## src/rtl/aud_pkg.sv

```systemverilog
// Shared definitions for the audio serial receive path.
//   AUD_DATA_WD        : default bits per channel sample
//   rx_state_e         : slave receiver frame FSM states
//   AUD_I2S_DELAY_*    : BCLK rising edges skipped after an LRCK edge
package aud_pkg;

    localparam int AUD_DATA_WD = 24;

    // Skipped BCLK rising edges between an LRCK edge and the MSB
    localparam int AUD_I2S_DELAY_I2S = 1;
    localparam int AUD_I2S_DELAY_LJ  = 0;

    typedef enum logic [1:0] {
        ST_IDLE  = 2'd0,
        ST_SKIP  = 2'd1,
        ST_SHIFT = 2'd2,
        ST_HOLD  = 2'd3
    } rx_state_e;

endpackage : aud_pkg

```

## src/rtl/aud_sync_edge.sv

```systemverilog
// Two-flop synchronizer followed by an edge detector.
//   clk_i   : system clock
//   rst_i   : asynchronous active-high reset
//   d_i     : asynchronous input line
//   edge_o  : registered pulse, one cycle, on any change of the synchronized line
//   level_o : synchronized level after the change, aligned with edge_o
// Pin change to edge_o high takes 3 clk_i cycles.
module aud_sync_edge (
    input  logic clk_i,
    input  logic rst_i,
    input  logic d_i,
    output logic edge_o,
    output logic level_o
);

    logic s1_q;
    logic s2_q;
    logic s3_q;
    logic edge_q;

    // Synchronizer stages, history register and registered edge pulse
    always_ff @(posedge clk_i or posedge rst_i) begin
        if (rst_i) begin
            s1_q   <= 1'b0;
            s2_q   <= 1'b0;
            s3_q   <= 1'b0;
            edge_q <= 1'b0;
        end else begin
            s1_q   <= d_i;
            s2_q   <= s1_q;
            s3_q   <= s2_q;
            edge_q <= s2_q ^ s3_q;
        end
    end

    // s3_q holds the post-edge level during the cycle edge_q is high
    assign edge_o  = edge_q;
    assign level_o = s3_q;

endmodule : aud_sync_edge

```

## src/rtl/aud_i2s_slave_rx.sv

```systemverilog
// Serial-audio slave receiver (I2S or left-justified, selected by I2S_DELAY).
// Samples externally driven BCLK/LRCK/DATA in the clk_i domain and delivers
// stereo sample pairs.
//   clk_i       : system clock, at least 8x BCLK
//   rst_i       : asynchronous active-high reset
//   en_i        : synchronous receiver enable
//   bclk_i      : serial bit clock (async)
//   lrck_i      : channel select, 0 = left, 1 = right (async)
//   dat_i       : serial data, valid at BCLK rise (async)
//   left_o      : last complete left sample
//   right_o     : last complete right sample
//   valid_o     : one-cycle pulse when a new pair is on left_o/right_o
//   frame_err_o : one-cycle pulse when a slot ends before its word completes
//   locked_o    : receiver is frame-aligned
module aud_i2s_slave_rx
    import aud_pkg::*;
#(
    parameter int DATA_WD   = AUD_DATA_WD,
    parameter int I2S_DELAY = AUD_I2S_DELAY_I2S
) (
    input  logic               clk_i,
    input  logic               rst_i,
    input  logic               en_i,
    input  logic               bclk_i,
    input  logic               lrck_i,
    input  logic               dat_i,
    output logic [DATA_WD-1:0] left_o,
    output logic [DATA_WD-1:0] right_o,
    output logic               valid_o,
    output logic               frame_err_o,
    output logic               locked_o
);

    localparam int CNT_W = $clog2(DATA_WD + 1);
    localparam logic [CNT_W-1:0] WORD_LAST = CNT_W'(DATA_WD - 1);
    localparam logic [CNT_W-1:0] SKIP_LAST = CNT_W'(I2S_DELAY - 1);
    localparam rx_state_e        FIRST_ST  = (I2S_DELAY == 0) ? ST_SHIFT : ST_SKIP;

    logic bclk_edge_s, bclk_lvl_s, lr_edge_s, lr_lvl_s;
    logic bclk_rise_s, lr_fall_s;

    // Data gets the same three-register depth as the bclk/lrck paths
    logic dat_s1_q, dat_s2_q, dat_s3_q;

    rx_state_e          state_q,   state_d;
    logic [CNT_W-1:0]   cnt_q,     cnt_d;
    logic               chan_q,    chan_d;
    logic [DATA_WD-1:0] shift_q,   shift_d;
    logic [DATA_WD-1:0] shadow_q,  shadow_d;
    logic               left_ok_q, left_ok_d;
    logic               locked_q,  locked_d;
    logic               valid_q,   valid_d;
    logic               ferr_q,    ferr_d;
    logic [DATA_WD-1:0] left_q,    left_d;
    logic [DATA_WD-1:0] right_q,   right_d;

    aud_sync_edge u_bclk_sync (
        .clk_i   (clk_i),
        .rst_i   (rst_i),
        .d_i     (bclk_i),
        .edge_o  (bclk_edge_s),
        .level_o (bclk_lvl_s)
    );

    aud_sync_edge u_lrck_sync (
        .clk_i   (clk_i),
        .rst_i   (rst_i),
        .d_i     (lrck_i),
        .edge_o  (lr_edge_s),
        .level_o (lr_lvl_s)
    );

    assign bclk_rise_s = bclk_edge_s & bclk_lvl_s;
    assign lr_fall_s   = lr_edge_s & ~lr_lvl_s;

    // Data synchronizer and alignment stage
    always_ff @(posedge clk_i or posedge rst_i) begin
        if (rst_i) begin
            dat_s1_q <= 1'b0;
            dat_s2_q <= 1'b0;
            dat_s3_q <= 1'b0;
        end else begin
            dat_s1_q <= dat_i;
            dat_s2_q <= dat_s1_q;
            dat_s3_q <= dat_s2_q;
        end
    end

    // Frame FSM: LRCK handling first, then a coincident BCLK rise counts
    // as the first edge of whatever slot LRCK just started
    always_comb begin
        state_d   = state_q;
        cnt_d     = cnt_q;
        chan_d    = chan_q;
        shift_d   = shift_q;
        shadow_d  = shadow_q;
        left_ok_d = left_ok_q;
        locked_d  = locked_q;
        left_d    = left_q;
        right_d   = right_q;
        valid_d   = 1'b0;
        ferr_d    = 1'b0;

        if (!en_i) begin
            state_d   = ST_IDLE;
            locked_d  = 1'b0;
            left_ok_d = 1'b0;
        end else begin
            if (lr_edge_s) begin
                if (state_q == ST_IDLE) begin
                    if (lr_fall_s) begin
                        locked_d  = 1'b1;
                        left_ok_d = 1'b0;
                        chan_d    = 1'b0;
                        cnt_d     = {CNT_W{1'b0}};
                        state_d   = FIRST_ST;
                    end else begin
                        state_d   = ST_IDLE;
                    end
                end else if (state_q != ST_HOLD) begin
                    // Slot ended before its word completed: drop alignment
                    ferr_d    = 1'b1;
                    locked_d  = 1'b0;
                    left_ok_d = 1'b0;
                    state_d   = ST_IDLE;
                end else begin
                    chan_d    = lr_lvl_s;
                    cnt_d     = {CNT_W{1'b0}};
                    state_d   = FIRST_ST;
                    left_ok_d = lr_fall_s ? 1'b0 : left_ok_q;
                end
            end else begin
                state_d = state_q;
            end

            if (bclk_rise_s) begin
                case (state_d)
                    ST_SKIP: begin
                        if (cnt_d == SKIP_LAST) begin
                            cnt_d   = {CNT_W{1'b0}};
                            state_d = ST_SHIFT;
                        end else begin
                            cnt_d   = cnt_d + {{(CNT_W-1){1'b0}}, 1'b1};
                        end
                    end
                    ST_SHIFT: begin
                        shift_d = {shift_q[DATA_WD-2:0], dat_s3_q};
                        if (cnt_d == WORD_LAST) begin
                            cnt_d   = {CNT_W{1'b0}};
                            state_d = ST_HOLD;
                            if (!chan_d) begin
                                shadow_d  = shift_d;
                                left_ok_d = 1'b1;
                            end else if (left_ok_d) begin
                                left_d  = shadow_q;
                                right_d = shift_d;
                                valid_d = 1'b1;
                            end else begin
                                // Right word without a preceding left: no pair
                                valid_d = 1'b0;
                            end
                        end else begin
                            cnt_d = cnt_d + {{(CNT_W-1){1'b0}}, 1'b1};
                        end
                    end
                    default: begin
                        // IDLE waits for alignment, HOLD ignores padding bits
                        cnt_d = cnt_d;
                    end
                endcase
            end else begin
                shift_d = shift_q;
            end
        end
    end

    // State and output registers
    always_ff @(posedge clk_i or posedge rst_i) begin
        if (rst_i) begin
            state_q   <= ST_IDLE;
            cnt_q     <= {CNT_W{1'b0}};
            chan_q    <= 1'b0;
            shift_q   <= {DATA_WD{1'b0}};
            shadow_q  <= {DATA_WD{1'b0}};
            left_ok_q <= 1'b0;
            locked_q  <= 1'b0;
            valid_q   <= 1'b0;
            ferr_q    <= 1'b0;
            left_q    <= {DATA_WD{1'b0}};
            right_q   <= {DATA_WD{1'b0}};
        end else begin
            state_q   <= state_d;
            cnt_q     <= cnt_d;
            chan_q    <= chan_d;
            shift_q   <= shift_d;
            shadow_q  <= shadow_d;
            left_ok_q <= left_ok_d;
            locked_q  <= locked_d;
            valid_q   <= valid_d;
            ferr_q    <= ferr_d;
            left_q    <= left_d;
            right_q   <= right_d;
        end
    end

    assign left_o      = left_q;
    assign right_o     = right_q;
    assign valid_o     = valid_q;
    assign frame_err_o = ferr_q;
    assign locked_o    = locked_q;

endmodule : aud_i2s_slave_rx

```

## config.mk

```make
export PLATFORM = sky130hd
export DESIGN_NAME = aud_i2s_slave_rx
export DESIGN_NICKNAME = d
export VERILOG_FILES = /design/src/rtl/aud_pkg.sv /design/src/rtl/aud_sync_edge.sv /design/src/rtl/aud_i2s_slave_rx.sv
export SDC_FILE = /design/constraint.sdc
export NUM_CORES = 1
export LEC_CHECK = 0
export BUFFER_PORTS_ARGS = -buffer_cell sky130_fd_sc_hd__buf_2
export CORE_MARGIN = 8
export CORE_UTILIZATION = 40
export DETAILED_ROUTE_END_ITERATION = 16
export SYNTH_ARGS = -nofsm -noshare
export SYNTH_HDL_FRONTEND = slang
export SYNTH_SLANG_ARGS = --single-unit
```

## constraint.sdc

```tcl
create_clock -name clk_i -period 8.5 [get_ports clk_i]
set_input_delay 1.275 -clock clk_i [delete_from_list [all_inputs] [get_ports clk_i]]
set_output_delay 1.275 -clock clk_i [all_outputs]
set_load 0.01 [all_outputs]
```

==> results by group, run 1 <==
Finish
  • Diode count: 0
  • Sequential Area: 0.00295 mm2
  • Nets: 395
  • Area growth, synth to finish: 21.8%
  • Share of layout cells above drive strength 1: 48.4%
  • Commonest non-fill, non-tap cell in the layout: dfrtp_1
  • # fillers: 1047
  • Multi-input gate area: 0.00168 mm2
  • Most frequent cells in the layout: 118 x dfrtp_1, 86 x mux2_2, 56 x buf_2

GRT
  • Initial antenna violation count: 0
  • Grt met3 use: 4.72%
  • First-pass GRT wire length: 14.9 mm
  • Pin count of the biggest net entering global routing: 65
  • Overall routing resource usage: 12.0%
  • GR peak layer: met2
  • Met1 Use GR: 14.8%
  • Number of global-route vias before repair: 2908
  • Met2 GRT Util: 17.4%
  • Gr ovfl total: 0

Routing
  • Vias after detailed routing: 2795
  • DRT iter0 DRCs: 117
  • Detailed-route DRC error count: 0
  • WL per Instance: 16.0 um
  • DR vias/cell: 5.14
  • WL final: 8.70 mm
  • Drt pass-1 iters: 4
  • Final ANT Viol Nets: 0

Timing
  • Clock skew: 0.00734 ns
  • Hold violation count in the final report: 0
  • # setup viols final: 0
  • Post-route minimum period: 3.66 ns
  • Max Slew Vio Count: 0
  • Max Clk Rate: 273 MHz
  • RSZ-0062 raised after global routing: no
  • Worst-margin pin slew: 0.966 ns
  • Worst slew margin: 35.5%
  • Fin crit share: 43.1%
  • Total Neg Setup Slack: 0 ns

CTS
  • Post-cts repair resize count: 0
  • H-tree depth: 4
  • Root Driver: clkbuf_16
  • Clock buffer depth: 2
  • Total CTS buffers: 17
  • Clk Latency, worst-skew pair: 0.42 ns
  • Clock sink count: 118
  • Hold buffers post-CTS: 0
  • CTS clock-pin slew for the worst setup and hold paths: 0.06 ns
  • Postcts setup bufs: 0
  • CTS tree: done

Die
  • Area of the core: 0.0118 mm2
  • Die height: 125 um
  • Die width: 125 um
  • Starting Density: 40.3%
  • Row cnt: 40
  • Io pins: 57
  • DIE AREA: 0.0156 mm2

Power and ir drop
  • Leak Pwr: 0.00307 uW
  • Power consumption: 1400 uW
  • Maximum VDD drop: 165 uV
  • Pwr dens: 241 mW/mm2

Critical path
  • Crit Path Category: reg -> reg
  • Crit path required time: 8.80 ns
  • Worst Setup EP: left_o[2]
  • Worst r2r dst: left_o[2]
  • R2R Setup Slk: 4.84 ns
  • WP data arrival: 3.96 ns
  • Reg2reg path depth: 10
  • Max FO, Critical Path: 49
  • CP startpoint kind: flip-flop
  • Crit end category: flip-flop
  • Critical R2R Launch: state_q[0]
  • CP Launch Point: state_q[0]

Synthesis
  • Mapped Avg Cell Area: 14.9 um2
  • Synth Register Bits: 118
  • Sequential-to-total area share from yosys stat: 62.1%
  • Total number of yosys warnings: 0
  • Number of synthesized flops with an enable pin: 0
  • Distinct cells, synth: 43
  • Synth Instances: 319
  • Mapped Area: 0.00475 mm2
  • Asr flop ratio synth: 100%
  • Syn nets: 330
  • Main synth FF type: dfrtp_1

Placed design
  • IO Port Bufs: 56
  • Gpl congestion: 0.892
  • Post-DP HPWL: 5.52 mm

Job
  • Max_cap viols: 0

Hold path
  • Hold Crit Class: reg -> reg

Status
  • Status: complete, no violations
metrics by stage:
| step | cells | area, um2 | setup slack (ns) | hold slack, ns | util [%] |
|---|---|---|---|---|---|
| after floorplan | 319 | 4750 | 4.10 | 0.331 | - |
| after global placement | 512 | 5170 | 4.97 | 0.331 | 43.8 |
| after detailed placement | 512 | 5170 | 4.81 | 0.335 | 43.8 |
| after CTS | 544 | 5790 | 4.82 | 0.347 | 49.0 |
| after global routing | 544 | 5790 | 4.55 | 0.357 | 49.0 |
| final | 544 | 5790 | 4.84 | 0.347 | 49.0 |
power by group:
part           switching [uW]  internal [uW]  total (uW)
registers                11.2            572         583
logic                    38.2           20.5        58.7
clock network             264            493         757
total                     313           1090        1400
worst max-delay path: stages (launching register included):
cell and delay [ns]:
dfrtp_1 0.35, inv_1 0.06, ha_1 0.27, or2_0 0.36, nand2_1 0.25, and2_1 0.16, ha_1 0.23, and4b_1 0.25
a21boi_2 0.24, nand4b_4 0.77, mux2_2 0.59
metal layers:
metal / wire length [um] / share of wire, % / up-vias
li1: - / - / 1280
met1: 4090 / 47 / 1410
met2: 3850 / 44 / 84
met3: 487 / 5.6 / 21
met4: 266 / 3.1 / 0
met5: 0 / 0 / -
how the worst min path moves through the flow:
stage                      from  slack, ns  cells past startpoint               end
2_1_floorplan          dat_s1_q       0.33                      0          dat_s2_q
3_3_place_gp           dat_s2_q       0.33                      0          dat_s3_q
3_5_place_dp   u_lrck_sync.s1_q       0.33                      0  u_lrck_sync.s2_q
4_1_cts        u_lrck_sync.s1_q       0.35                      0  u_lrck_sync.s2_q
5_1_grt        u_lrck_sync.s1_q       0.36                      0  u_lrck_sync.s2_q
6_report       u_bclk_sync.s1_q       0.35                      0  u_bclk_sync.s2_q
final cells by class:
cell class,instances,share of cell area (%)
sequential,118,51.0
multi-input combinational,175,28.9
clock buffer,18,7.41
timing repair buffer,59,5.23
clock inverter,14,3.39
tap,147,3.17
inverter,13,0.886
flip-flops by register name, summed over array words and instances (netlist names), 2 cells and up:
name / flops
left_o: 24
right_o: 24
shadow_q: 24
shift_q: 23
cnt_q: 5
state_q: 2
cell usage after synthesis (2+ instances only):
master,count,share of area [%]
dfrtp_1,118,62
mux2_2,86,20
inv_1,13,1.0
o21ai_0,10,1.1
mux2_4,9,2.8
nand2_1,7,0.55
nor2_1,6,0.47
a21oi_1,5,0.53
ha_1,5,1.3
buf_2,4,0.42
buf_6,4,0.95
clkbuf_1,4,0.32
nand3_1,4,0.42
a32oi_1,3,0.55
nand2b_1,3,0.39
a21boi_2,2,0.47
a22oi_1,2,0.32
a31oi_1,2,0.26
and4_1,2,0.37
and4b_1,2,0.42
o211ai_1,2,0.32
o21ai_1,2,0.21
o2bb2ai_1,2,0.37
o311ai_0,2,0.37
xor2_1,2,0.37
cells by family after synthesis:
| family | after synthesis | synth area share [%] |
|---|---|---|
| AOI/OAI and AO/OA | 38 | 5.53 |
| buffers and inverters | 26 | 2.82 |
| adders and majority gates | 5 | 1.32 |
| DFF | 118 | 62.1 |
| muxes | 95 | 23.2 |
| and+or+nand+nor | 35 | 4.66 |
| xor gates and xnor gates | 2 | 0.368 |
No activity file was read; power rests on OpenSTA's default activity.
==> inputs of run 2 (changes only) <==
--- a/config.mk
+++ b/config.mk
@@ -5,6 +5,7 @@
 export SDC_FILE = /design/constraint.sdc
 export NUM_CORES = 1
 export LEC_CHECK = 0
+export ABC_AREA = 1
 export BUFFER_PORTS_ARGS = -buffer_cell sky130_fd_sc_hd__buf_2
 export CORE_MARGIN = 8
 export CORE_UTILIZATION = 40
==> constraint.sdc (replaced) <==
create_clock -name clk_i -period 3.8 [get_ports clk_i]
set_input_delay 0.57 -clock clk_i [delete_from_list [all_inputs] [get_ports clk_i]]
set_output_delay 0.57 -clock clk_i [all_outputs]
set_load 0.01 [all_outputs]
==> run 2 against run 1 <==
  * Clock-buffer cell count unchanged
  * First-iteration DRC count increased by 130%
  * Fmax increased by 32%
  * Utilization increased by 0.90 points
  * Sequential power increased by 120%
  * Largest cell class unchanged
  * Register-to-register slack got worse by 3.8 ns
  * Synthesized area decreased by 2.6%
  * Design area decreased by 2.0%
  * Worst setup slack got worse by 3.8 ns
  * Flip-flop and latch count unchanged
  * Combinational power increased by 77%
==> results by group, run 2 <==
Synthesis
  • Post-synthesis xor/xnor area fraction: 0.757% (+0.39 points)
  • Top post-synthesis cells by area: dfrtp_1 64%, nand2_1 14%, o21ai_1 5.0%, inv_1 3.2%, o21ai_0 2.9%
  • Asr flop ratio synth: 100% (unchanged)
  • Synth Register Bits: 118 (unchanged)
  • Post-synthesis compound-gate area fraction: 10.1% (+4.6 points)
  • Main synth FF type: dfrtp_1
  • Number of synthesized flops with an enable pin: 0 (unchanged)
  • Mapped Area: 0.00463 mm2 (-2.6%)
  • Synth Instances: 480 (+50%)
  • Distinct cells, synth: 26 (-40%)
  • Multiplexer area fraction after synthesis: 0% (-23 points)
  • Mapped Avg Cell Area: 9.65 um2 (-35%)
  • Total number of yosys warnings: 0 (unchanged)
  • Adder-cell share of the synthesized area: 1.35% (+0.035 points)
  • Simple-gate share of the synthesized area: 18.0% (+13 points)
  • Syn nets: 491 (+49%)
  • Most frequent cells after synthesis: 167 x nand2_1, 118 x dfrtp_1, 46 x o21ai_1, 39 x inv_1, 27 x o21ai_0
  • Area fraction of the dominant cell type after synthesis: 63.8% (+1.7 points)
  • Most common cell in the netlist: nand2_1
  • Sequential-to-total area share from yosys stat: 63.8% (+1.7 points)
  • Yosys top cell by area: dfrtp_1
  • Largest family of logic cells by synthesized area: simple AND/OR/NAND/NOR gates

CTS
  • CTS clock-pin slew for the worst setup and hold paths: 0.06 ns (about the same)
  • Total CTS buffers: 17 (unchanged)
  • Postcts setup bufs: 0 (unchanged)
  • H-tree depth: 4 (unchanged)
  • Hold buffers post-CTS: 0 (unchanged)
  • Clk Latency, worst-skew pair: 0.40 ns (-0.02 ns)
  • Post-cts repair resize count: 0 (unchanged)
  • Clock sink count: 118 (unchanged)
  • CTS tree: done
  • Root Driver: clkbuf_16
  • Clock buffer depth: 2 (unchanged)

Power and ir drop
  • P_int: 2470 uW (+130%)
  • Maximum VDD drop: 296 uV (+79%)
  • Leak Pwr: 0.00288 uW (-6.1%)
  • Flop pwr share: 41.0% (-0.7 points)
  • Combinational share of power: 3.3% (-0.9 points)
  • Clk pwr share: 55.7% (+1.6 points)
  • Sw frac: 21.1% (-1.3 points)
  • Pwr dens: 552 mW/mm2 (+130%)
  • Psw: 662 uW (+110%)

Timing
  • Final worst slack: 1.02 ns (-3.82 ns)
  • # setup viols final: 0 (unchanged)
  • Post-route minimum period: 2.78 ns (-0.879 ns)
  • Max Slew Vio Count: 0 (unchanged)
  • Worst-margin pin slew: 0.700 ns (-0.266 ns)
  • Fin crit share: 73.2% (+30 points)
  • Total Neg Setup Slack: 0 ns (unchanged)
  • Clock skew: 0.00768 ns (+0.000332 ns)
  • Max Clk Rate: 359 MHz (+32%)
  • RSZ-0062 raised after global routing: no
  • Hold violation count in the final report: 0 (unchanged)
  • Worst slew margin: 53.3% (+18 points)

Finish
  • Commonest non-fill, non-tap cell in the layout: nand2_1
  • Post-layout util: 50.0% (+0.90 points)
  • Sequential Area: 0.00295 mm2 (unchanged)
  • Nets: 550 (+39%)
  • Multi-input gate area: 0.00140 mm2 (-16%)
  • Finished Layout Cells: 695 (+28%)
  • Diode count: 0 (unchanged)
  • Most frequent cells in the layout: 167 x nand2_1, 118 x dfrtp_1, 56 x buf_2
  • Area growth, synth to finish: 22.6%
  • Share of layout cells above drive strength 1: 20.1% (-28 points)
  • # fillers: 1067 (+1.9%)

GRT
  • Met1 Use GR: 17.4% (+2.7 points)
  • Grt met3 use: 4.53% (-0.18 points)
  • Overall routing resource usage: 13.2% (+1.2 points)
  • Initial antenna violation count: 0 (unchanged)
  • Number of global-route vias before repair: 3163 (+8.8%)
  • GR peak layer: met2
  • Pin count of the biggest net entering global routing: 64 (-1.5%)
  • Met2 GRT Util: 19.8% (+2.4 points)
  • First-pass GRT wire length: 15.8 mm (+5.4%)
  • Gr ovfl total: 0 (unchanged)

Job
  • Max_cap viols: 0 (unchanged)

Die
  • Area of the core: 0.0114 mm2 (-3.7%)
  • Row cnt: 39 (-2.5%)
  • Die width: 124 um (-1.1%)
  • Starting Density: 40.7% (+0.47 points)
  • DIE AREA: 0.0153 mm2 (-2.3%)
  • Io pins: 57 (unchanged)
  • Die height: 124 um (-1.1%)

Routing
  • DR vias/cell: 4.69 (-8.7%)
  • Detailed-route DRC error count: 0 (unchanged)
  • Vias after detailed routing: 3259 (+17%)
  • WL final: 9.43 mm (+8.4%)
  • Drt pass-1 iters: 4 (unchanged)
  • WL per Instance: 13.6 um (-15%)
  • Final ANT Viol Nets: 0 (unchanged)
  • DRT iter0 DRCs: 264 (+130%)

Placed design
  • Pre-CTS setup slack: 1.07 ns (-3.74 ns)
  • Inst Count DP: 663 (+29%)
  • Gpl congestion: 0.860 (-3.6%)
  • Post-DP HPWL: 6.12 mm (+11%)
  • IO Port Bufs: 56 (unchanged)

Critical path
  • Worst r2r dst: right_o[20]
  • CP Launch Point: state_q[0]
  • Reg2reg path depth: 13 (+3)
  • CP startpoint kind: flip-flop
  • WP data arrival: 3.05 ns (-0.91 ns)
  • R2R Setup Slk: 1.02 ns (-3.82 ns)
  • Critical R2R Launch: state_q[0]
  • Crit path required time: 4.07 ns (-4.73 ns)
  • Max FO, Critical Path: 50 (+2.0%)
  • Worst Setup EP: right_o[20]
  • Crit Path Category: reg -> reg
  • Crit end category: flip-flop

Hold path
  • Hold Crit Class: in -> reg

Status
  • Status: complete, no violations
[run 2: cell count changes in the layout (fill, tap and decap cells not counted), moves of 5 or more]
cell	change
o21ai_0	+17
inv_2	+5
nor2_1	+9
mux2_4	-9
o21ai_1	+44
mux2_2	-86
inv_1	+26
o21ai_2	+5
nand2_1	+160
[run 2: power by group through the flow]
stage	Combinational (uW)	Sequential, uW	Clock, uW
after CTS	105	1280	1780
after detailed placement	105	1310	0
after floorplan	76.0	1300	0
final	104	1280	1750
after global placement	102	1310	0
after global routing	119	1290	1840
[run 2: critical path: stages, from the launching register on]
cell and delay (ns):
dfrtp_1 0.40, inv_1 0.06, ha_1 0.23, inv_2 0.06, nand3_2 0.11, nand2_4 0.11
a21oi_1 0.26, ha_1 0.29, nand3_2 0.11, nor3_2 0.26, nand2_4 0.21, buf_4 0.34
nand2_1 0.11, o21ai_1 0.07
[run 2: worst min-delay path by stage]
stage / from / to / depth (start not counted)
floorplan: dat_s1_q / dat_s2_q / 0
global placement: u_lrck_sync.s1_q / u_lrck_sync.s2_q / 0
detailed placement: u_bclk_sync.s1_q / u_bclk_sync.s2_q / 0
CTS: dat_i / dat_s1_q / 1
global route: bclk_i / u_bclk_sync.s1_q / 1
finish: dat_i / dat_s1_q / 1
[run 2: metal layers]
metal  vias to the layer above  part of all wire [%]
met5                         -                     0
met4                         0                  0.74
met3                         4                   4.5
met2                        66                    48
met1                      1551                    47
li1                       1638                     -
[run 2: cells by family (layout without fill, tap and decap cells)]
kind of cell | Yosys count | count (layout)
AOI/OAI and AO/OA | 88 | 88
xor gates and xnor gates | 4 | 4
adders and majority gates | 5 | 5
buffers and inverters | 64 | 136
DFF | 118 | 118
and+or+nand+nor | 201 | 201
[run 2: area by class of cell]
type / count / share of cell area [%]
multi-input cells: 298 / 24.7
flip-flops and latches: 118 / 52.0
inverters: 44 / 2.95
repair buffers: 60 / 5.68
well taps: 143 / 3.15
clock inverters: 14 / 3.94
clock buffers: 18 / 7.56
[run 2: metrics by stage]
stage	hold slack (ns)	cell area (um2)	total power (uW)
global route	0.256	5680	3240
CTS	0.260	5680	3170
finish	0.277	5680	3130
global placement	0.336	5030	1410
floorplan	0.331	4630	1380
detailed placement	0.336	5030	1410
==> inputs of run 3 (changes only) <==
--- a/config.mk
+++ b/config.mk
@@ -5,7 +5,7 @@
 export SDC_FILE = /design/constraint.sdc
 export NUM_CORES = 1
 export LEC_CHECK = 0
-export ABC_AREA = 1
+export ABC_AREA = 0
 export BUFFER_PORTS_ARGS = -buffer_cell sky130_fd_sc_hd__buf_2
 export CORE_MARGIN = 8
 export CORE_UTILIZATION = 40
==> constraint.sdc (replaced) <==
create_clock -name clk_i -period 2.35 [get_ports clk_i]
set_input_delay 0.3525 -clock clk_i [delete_from_list [all_inputs] [get_ports clk_i]]
set_output_delay 0.3525 -clock clk_i [all_outputs]
set_load 0.01 [all_outputs]
==> run 3 against run 2 <==
  * The run now ends with negative setup slack left
  * Clock skew is 0.0012 ns lower
  * Hold slack worse by 0.23 ns
  * Sequential power is 65% higher
  * First-iteration DRC count is 42% lower
  * Critical path depth is 1 lower
  * Largest cell class unchanged
  * Highest routed layer unchanged
==> results by group, run 3 (same netlist as run 1, synthesis figures left out) <==
Status
  • Status: complete, but fails checks
  • Failing checks: negative setup slack

GRT
  • Number of global-route vias before repair: 3047 (-3.7%)
  • Grt met3 use: 3.57% (-0.96 points)
  • GR peak layer: met2
  • Gr ovfl total: 0 (unchanged)
  • Pin count of the biggest net entering global routing: 119 (+86%)
  • Overall routing resource usage: 12.7% (-0.51 points)
  • Met2 GRT Util: 19.5% (-0.30 points)
  • Initial antenna violation count: 0 (unchanged)
  • Met1 Use GR: 15.5% (-1.9 points)
  • First-pass GRT wire length: 15.8 mm (+0.22%)

Critical path
  • R2R Setup Slk: -0.22 ns (-1.24 ns)
  • Crit path required time: 2.64 ns (-1.43 ns)
  • Crit Path Category: reg -> reg
  • CP startpoint kind: flip-flop
  • WP data arrival: 2.87 ns (-0.18 ns)
  • Crit end category: flip-flop
  • Reg2reg path depth: 12 (-1)
  • Worst r2r dst: shadow_q[9]
  • Critical R2R Launch: state_q[1]
  • Max FO, Critical Path: 6 (-88%)

Die
  • Starting Density: 40.3% (-0.47 points)
  • Die width: 125 um (+1.2%)
  • DIE AREA: 0.0156 mm2 (+2.3%)
  • Row cnt: 40 (+2.6%)
  • Die height: 125 um (+1.2%)
  • Io pins: 57 (unchanged)
  • Area of the core: 0.0118 mm2 (+3.9%)

Placed design
  • IO Port Bufs: 56 (unchanged)
  • Inst Count DP: 531 (-20%)
  • Post-DP HPWL: 5.95 mm (-2.8%)
  • Placed Instance Area: 0.00541 mm2 (+7.6%)
  • Gpl congestion: 0.846 (-1.7%)

CTS
  • Clk Latency, worst-skew pair: 0.41 ns (about the same)
  • Clock buffer depth: 2 (unchanged)
  • H-tree depth: 4 (unchanged)
  • CTS clock-pin slew for the worst setup and hold paths: 0.05 ns (about the same)
  • Root Driver: clkbuf_16
  • CTS tree: done
  • Total CTS buffers: 17 (unchanged)
  • Clock sink count: 118 (unchanged)

Power and ir drop
  • Flop pwr share: 40.6% (-0.4 points)
  • P_int: 4080 uW (+65%)
  • Power consumption: 5190 uW (+65%)
  • Clk pwr share: 54.0% (-1.7 points)
  • Psw: 1100 uW (+67%)
  • Combinational share of power: 5.4% (+2.1 points)
  • Leak Pwr: 0.00325 uW (+13%)
  • Maximum VDD drop: 458 uV (+55%)
  • Sw frac: 21.3% (+0.16 points)
  • Pwr dens: 838 mW/mm2 (+52%)

Timing
  • Final worst slack: -0.222 ns (-1.24 ns)
  • Hold violation count in the final report: 0 (unchanged)
  • Fin crit share: 109% (+36 points)
  • Post-route minimum period: 2.57 ns (-0.211 ns)
  • Max Slew Vio Count: 0 (unchanged)
  • Clock skew: 0.00647 ns (-0.00121 ns)
  • Worst-margin pin slew: 0.613 ns (-0.0871 ns)
  • Worst slew margin: 59.1% (+5.8 points)
  • Max Clk Rate: 389 MHz (+8.2%)
  • # setup viols final: 74 (+74)
  • RSZ-0062 raised after global routing: yes

Hold path
  • Hold Crit Class: in -> reg
  • Worst hold path depth: 1 (unchanged)
  • HP Start: dat_i
  • Worst Hold Path EP: dat_s1_q

Routing
  • Drt pass-1 iters: 4 (unchanged)
  • DR vias/cell: 5.07 (+8.1%)
  • DRT iter0 DRCs: 154 (-42%)
  • Detailed-route DRC error count: 0 (unchanged)
  • WL per Instance: 16.5 um (+21%)
  • WL final: 9.35 mm (-0.88%)
  • Vias after detailed routing: 2878 (-12%)
  • Final ANT Viol Nets: 0 (unchanged)

Finish
  • Nets: 419 (-24%)
  • Most frequent cells in the layout: 118 x dfrtp_1, 81 x mux2_2, 56 x buf_2
  • Share of layout cells above drive strength 1: 54.4% (+34 points)
  • Finished Layout Cells: 568 (-18%)
  • Area growth, synth to finish: 30.1%
  • # fillers: 966 (-9.5%)
  • Final instance area: 0.00619 mm2 (+8.9%)
  • Diode count: 0 (unchanged)
  • Post-layout util: 52.4% (+2.4 points)
  • Commonest non-fill, non-tap cell in the layout: dfrtp_1

Job
  • Max_cap viols: 0 (unchanged)
-- run 3: changes by cell type in the layout (fill, tap and decap cells not counted), sizes merged, moves of 4 or more --
cell / before / now
mux2: 0 / 95
clkbuf: 18 / 22
buf: 60 / 83
nor2: 16 / 6
o21ai: 78 / 12
nand3: 11 / 4
nand2: 169 / 7
inv: 46 / 14
-- run 3: how the worst max path moves through the flow --
stage                from      endpoint  slack, ns  depth (start not counted)
6_report       state_q[1]   shadow_q[9]      -0.22                         12
2_1_floorplan  state_q[1]  shadow_q[11]      -0.36                         11
4_1_cts        state_q[1]  shadow_q[23]      -0.18                         11
3_5_place_dp   state_q[1]   shadow_q[8]      -0.23                         10
3_3_place_gp   state_q[1]    left_o[23]      -0.18                         10
5_1_grt        state_q[1]  shadow_q[15]      -0.34                         13
-- run 3: what timing repair did --
action,CTS,global route
endpoints found under the setup margin,99,104
pin swaps,2,1
gates cloned,2,0
hold buffers,0,0
setup buffers,3,1
gates resized for setup,13,7
-- run 3: power groups by stage --
stage	clock network (uW)	logic [uW]	registers, uW
2_1_floorplan	0	180	2130
3_3_place_gp	0	265	2140
3_5_place_dp	0	269	2140
4_1_cts	2860	279	2110
5_1_grt	2970	314	2110
6_report	2800	278	2110
-- run 3: layer usage --
layer  share of wire (%)  vias up
li1                    -     1329
met5                   0        -
met3                 3.7       25
met1                  47     1457
met4                 3.4        0
met2                  46       67
-- run 3: metrics by stage --
step / hold slack, ns / worst slack, ns / TNS (ns)
floorplan: 0.331 / -0.357 / -15.72
global placement: 0.332 / -0.181 / -11.54
detailed placement: 0.336 / -0.231 / -14.37
CTS: 0.0317 / -0.178 / -9.29
global route: 0.0358 / -0.337 / -24.53
finish: 0.0477 / -0.222 / -11.03
-- run 3: worst max-delay path, stage by stage (launching register included) --
cell,delay (ns)
dfrtp_1,0.40
ha_2,0.23
or2_4,0.25
nand2_4,0.06
and2_4,0.14
ha_4,0.12
and4b_2,0.25
o21ai_2,0.08
nor4_4,0.22
buf_6,0.16
buf_12,0.10
buf_16,0.11
mux2_2,0.32
-- run 3: layout make-up --
cell class | instances | area, um2 | share of cell area [%]
Tap cell | 147 | 184 | 2.97
Timing Repair Buffer | 83 | 584 | 9.44
Sequential cell | 118 | 2950 | 47.7
Clock buffer | 22 | 484 | 7.83
Clock inverter | 10 | 166 | 2.69
Multi-Input combinational cell | 175 | 1760 | 28.5
Inverter | 13 | 52.6 | 0.849
